<file path="src/rtl/scsa_pipe_adder.sv">
// scsa_pipe_adder: registered speculative carry-select adder with a valid/ready
// handshake on both sides and a per-operation exact/approximate mode.
//
// Ports:
//   clk, rst            clock, synchronous active-high reset
//   in_valid/in_ready   operand handshake (A_i, B_i, Cin_i, exact_i)
//   out_valid/out_ready result handshake (S_o, Co_o, err_o)
//   err_cnt_o           count of erroneous results handed off
//
// Optional: define SCSA_ERRCNT_EN to build the saturating error counter;
// otherwise err_cnt_o is tied to zero.
//
// Each BLK-bit block predicts its carry-in from the previous block alone
// (that block's carry-out assuming carry-in 0). In exact mode a mispredict
// costs one extra cycle in FIX, where the full-width sum is loaded instead.

module scsa_pipe_adder #(
    parameter int WIDTH = 16,
    parameter int BLK   = 4
) (
    input  logic             clk,
    input  logic             rst,
    input  logic             in_valid,
    output logic             in_ready,
    input  logic [WIDTH-1:0] A_i,
    input  logic [WIDTH-1:0] B_i,
    input  logic             Cin_i,
    input  logic             exact_i,
    output logic             out_valid,
    input  logic             out_ready,
    output logic [WIDTH-1:0] S_o,
    output logic             Co_o,
    output logic             err_o,
    output logic [15:0]      err_cnt_o
);

    localparam int NBLK = WIDTH / BLK;

    typedef enum logic [1:0] {
        IDLE,
        CALC,
        FIX,
        OUT
    } state_t;

    state_t state_q, state_d;

    logic [WIDTH-1:0] a_q, b_q;
    logic             cin_q, exact_q;

    logic [WIDTH-1:0] s_q, s_d;
    logic             co_q, co_d;
    logic             err_q, err_d;

    logic             accept;
    logic             out_hs;

    // Speculative and true carry into every block.
    logic [NBLK-1:0]  spec_c;
    logic [NBLK-1:0]  true_c;
    logic [WIDTH-1:0] spec_s;
    logic             spec_co;
    logic             err_spec;
    logic [WIDTH:0]   exact_sum;

    assign spec_c[0] = cin_q;
    assign true_c[0] = cin_q;

    genvar k;
    generate
        for (k = 0; k < NBLK; k++) begin : g_blk
            logic [BLK:0] g0;

            // Block sum without carry-in. Its top bit is the generate term;
            // all-ones low bits mean the block propagates an incoming carry.
            assign g0 = {1'b0, a_q[k*BLK +: BLK]} + {1'b0, b_q[k*BLK +: BLK]};

            assign spec_s[k*BLK +: BLK] = g0[BLK-1:0] + BLK'(spec_c[k]);

            if (k < NBLK - 1) begin : g_mid
                assign spec_c[k+1] = g0[BLK];
                assign true_c[k+1] = g0[BLK] | (&g0[BLK-1:0] & true_c[k]);
            end else begin : g_last
                assign spec_co = g0[BLK] | (&g0[BLK-1:0] & spec_c[k]);
            end
        end
    endgenerate

    assign err_spec  = |(spec_c ^ true_c);
    assign exact_sum = {1'b0, a_q} + {1'b0, b_q} + (WIDTH + 1)'(cin_q);

    always_comb begin
        state_d   = state_q;
        s_d       = s_q;
        co_d      = co_q;
        err_d     = err_q;
        in_ready  = 1'b0;
        out_valid = 1'b0;
        unique case (state_q)
            IDLE: begin
                in_ready = 1'b1;
                if (in_valid) begin
                    state_d = CALC;
                end
            end
            CALC: begin
                if (exact_q && err_spec) begin
                    state_d = FIX;
                end else begin
                    s_d     = spec_s;
                    co_d    = spec_co;
                    err_d   = err_spec;
                    state_d = OUT;
                end
            end
            FIX: begin
                s_d     = exact_sum[WIDTH-1:0];
                co_d    = exact_sum[WIDTH];
                err_d   = 1'b1;
                state_d = OUT;
            end
            OUT: begin
                out_valid = 1'b1;
                in_ready  = out_ready;
                if (out_ready) begin
                    state_d = in_valid ? CALC : IDLE;
                end
            end
            default: begin
                state_d = IDLE;
            end
        endcase
    end

    assign accept = in_valid && in_ready;
    assign out_hs = out_valid && out_ready;

    always_ff @(posedge clk) begin
        if (rst) begin
            state_q <= IDLE;
            a_q     <= '0;
            b_q     <= '0;
            cin_q   <= 1'b0;
            exact_q <= 1'b0;
            s_q     <= '0;
            co_q    <= 1'b0;
            err_q   <= 1'b0;
        end else begin
            state_q <= state_d;
            s_q     <= s_d;
            co_q    <= co_d;
            err_q   <= err_d;
            if (accept) begin
                a_q     <= A_i;
                b_q     <= B_i;
                cin_q   <= Cin_i;
                exact_q <= exact_i;
            end
        end
    end

    assign S_o   = s_q;
    assign Co_o  = co_q;
    assign err_o = err_q;

`ifdef SCSA_ERRCNT_EN
    logic [15:0] cnt_q, cnt_d;

    always_comb begin
        cnt_d = cnt_q;
        if (out_hs && err_q && (cnt_q != 16'hFFFF)) begin
            cnt_d = cnt_q + 16'd1;
        end
    end

    always_ff @(posedge clk) begin
        if (rst) begin
            cnt_q <= '0;
        end else begin
            cnt_q <= cnt_d;
        end
    end

    assign err_cnt_o = cnt_q;
`else
    assign err_cnt_o = 16'h0000;
`endif

endmodule

</file>
<file path="config.mk">
export PLATFORM = sky130hd
export DESIGN_NAME = scsa_pipe_adder
export DESIGN_NICKNAME = d
export VERILOG_FILES = /design/src/rtl/scsa_pipe_adder.sv
export SDC_FILE = /design/constraint.sdc
export NUM_CORES = 1
export LEC_CHECK = 0
export ABC_AREA = 0
export CORE_ASPECT_RATIO = 0.75
export CORE_MARGIN = 4
export CORE_UTILIZATION = 52
export CTS_CLUSTER_DIAMETER = 150
export DETAILED_ROUTE_END_ITERATION = 10
export PLACE_DENSITY = 0.81
export SLEW_MARGIN = 10
export SYNTH_ARGS = -nofsm -noshare
export SYNTH_HDL_FRONTEND = slang
export SYNTH_SLANG_ARGS = --single-unit
</file>
<file path="constraint.sdc">
create_clock -name clk -period 2.9 [get_ports clk]
set_input_delay 0.58 -clock clk [delete_from_list [all_inputs] [get_ports clk]]
set_output_delay 0.58 -clock clk [all_outputs]
set_load 0.02 [all_outputs]
</file>
==> results of run 1 <==
final timing paths:
kind                 from       to  slack, ps  depth (start not counted)
setup reg to reg   b_q[1]   S_o[6]        240                         12
setup / recovery   b_q[1]   S_o[6]        240                         12
hold / removal    b_q[12]  b_q[12]        470                          2
hold reg to reg   b_q[12]  b_q[12]        470                          2
tightest hold or removal path: cells and delay by family, from the launching register on:
kind / cells / cell delay [ps]
flops: 1 / 320
compound gates: 1 / 50
simple gates: 1 / 50
kinds of logic (layout without fill, tap and decap cells):
logic type,Yosys count,after routing,share of synthesized area [%]
simple gates,155,155,18.1
compound gates,123,123,22.1
flops,54,54,29.9
buf+inv,54,90,8.14
fa+ha+maj,34,34,12.8
xor+xnor,25,25,6.06
mux,10,10,2.77
other cells,1,16,0.104
sequential cells by signal, summed over array words and instances (netlist names):
name	cells
b_q	16
a_q	16
err_o	1
state_q	2
Co_o	1
S_o	16
cin_q	1
exact_q	1
metal layers:
layer / routed length (µm) / vias to the layer above / share of wire [%]
li1: - / 1649 / -
met1: 4450 / 1440 / 53
met2: 3480 / 103 / 41
met3: 457 / 7 / 5.4
met4: 70 / 0 / 0.83
met5: 0 / - / 0
what timing repair did:
item | 4_1_cts | 5_1_grt
buffers inserted | 0 | 0
gates resized for setup | 0 | 2
endpoints found under the setup margin | 0 | 2
power by group:
group | internal, mW | switching, mW
sequential | 0.967 | 0.152
clock | 0.171 | 0.243
combinational | 0.938 | 1.35
placed cells by master, fill, tap and decap left out, types with 2 or more instances in the layout:
master	count
ha_1	29
xor2_1	13
a31oi_1	3
o41ai_1	2
nand2_1	92
a41o_1	3
mux2i_1	10
o21ai_1	6
clkbuf_8	5
a211oi_1	11
nand2b_1	2
a21oi_2	3
xnor2_1	12
nor2b_1	7
a32o_1	2
o211ai_1	2
a21o_1	8
o21ai_0	13
clkdlybuf4s50_1	57
dfxtp_1	54
nor3_1	7
nor2_1	24
nand3_1	14
conb_1	16
a21oi_1	49
buf_4	9
inv_1	15
o2bb2ai_1	2
o21a_1	3
fa_1	4
and3_1	3
a221oi_1	2
o21bai_1	3
metrics by stage:
stage | worst slack [ps] | instances
floorplan | 396 | 471
global placement | 278 | 583
detailed placement | 224 | 583
CTS | 197 | 591
global route | 9.27 | 591
finish | 238 | 591
cell type report:
class / instances / area [µm²]
inverters: 15 / 56.3
flip-flops and latches: 54 / 1080
clock inverters: 2 / 13.8
multi-input cells: 363 / 2310
clock buffers: 6 / 72.6
repair buffers: 67 / 658
fillers: 600 / 2470
well taps: 84 / 105
==> reports/metrics.yaml, run 1 <==
run_status:
  status: "finished, final reports clean"
clock_tree:
  cts_buffer_depth: 2
  clk_pin_slew_ps: 100
  cts_max_level: 2
  hold_buffers: 0
  cts_made_buffers: 5
  cts_tree: "built"
  cts_sinks: 54
  cts-root-buf: "clkbuf_8"
  clock_latency_ps: 310
timing:
  min_period_over_period_pct: 91.8
  skew_ps: 10.9
  fin_hold_ws_ps: 466
  setup-tns-final_ps: 0
  rsz0062_at_grt: "no"
  max_freq_ghz: 0.376
  slew_viol_final: 0
  period_needed_ps: 2660
  hold_violations: 0
  setup_violations: 0
routing:
  ant_nets: 0
  routed_via_density: 5.41
  drtIter0Drc: 225
  vias: 3199
  wl_per_cell_um: 14.3
  first_pass_iters: 5
  finalWirelength_um: 8460
  drc: 0
floorplan:
  io_pins: 74
  rows: 26
  dieArea_um2: 8360
  chipWidth_um: 104
  initial_core_util_pct: 53.4
  core_um2: 6770
  die_h_um: 80.2
job:
  cap_violations: 0
global_route:
  grtUsageMet2_pct: 31.6
  top_usage_layer: "met2"
  met3_usage_pct: 3.29
  antenna_found_initial: 0
  grt-ovfl-total: 0
  grt_usage_pct: 20.5
  grt_max_degree: 49
  grt_use_met1_pct: 30.0
  grt_pass1_wl_um: 14100
  grt_pass1_vias: 2921
synth:
  synthFlopType: "dfxtp_1"
  synth_seq_cells: 54
  yosys.area.top_type: "dfxtp_1"
  ys_async_sr_fraction_pct: 0
  synth.avg_cell_area_um2: 7.92
  synth.top_cell.area_share_pct: 29.9
  synth_warnings: 0
  yosysMostFrequentCell: "nand2_1"
  synth.distinct_cells: 51
  ys_top_cells_by_count: "nand2_1, dfxtp_1, a21oi_1"
  synth-edff-count: 0
  synth_area_leaders: "dfxtp_1, ha_1, nand2_1, a21oi_1, buf_4"
  seq_area_frac_synth_pct: 29.9
  synth_area_um2: 3610
  synth_cells: 456
power:
  power_mw: 3.82
  powerDensity_nw_per_um2: 889
  p_leak_nw: 1.84
  peakVddDrop_mv: 0.539
setup_path:
  critPathRequiredTime_ps: 3090
  slowest_stage: "ha_1"
  endpoint_kind: "flop"
  crit_fanout: 7
  crit_arrival_ps: 2850
  path_cells: "ha_1 -> a21oi_1 -> o21a_1 -> inv_1 -> ha_1 -> ha_1 -> nor2b_1 -> a41o_1 -> o21ai_0 -> xnor2_1 -> mux2i_1 -> nor2_1"
  critPathTopFamily: "compound AO/OA/AOI/OAI gates"
  startpoint_type: "flop"
  path_class: "reg -> reg"
  crit_buf_inv: 1
  max_stage_delay_ps: 370
  path_common_cell: "ha_1"
final_layout:
  antennaDiodeCount: 0
  nets: 578
  drive_gt1_share_pct: 5.33
  post-route-util_pct: 63.4
  area_growth_pct: 18.8
  design_area_um2: 4290
min_path:
  hp-class: "reg -> reg"
place:
  globalplace.congestion: 0.867
  place_area_um2: 4200
  hpwl_um: 6580
  port_buffers: 57
(Power assumes the default switching activity.)
==> run 2: changes to the inputs <==
TNS_END_PERCENT = 100   (was default)
==> results of run 2 <==
No change in the layout: final DEF, timing and power equal those of run 1.
==> run 3: changes to the inputs <==
ABC_CLOCK_PERIOD_IN_PS = 2900   (was default)
==> results of run 3 <==
No change in the layout: final DEF, timing and power equal those of run 1.
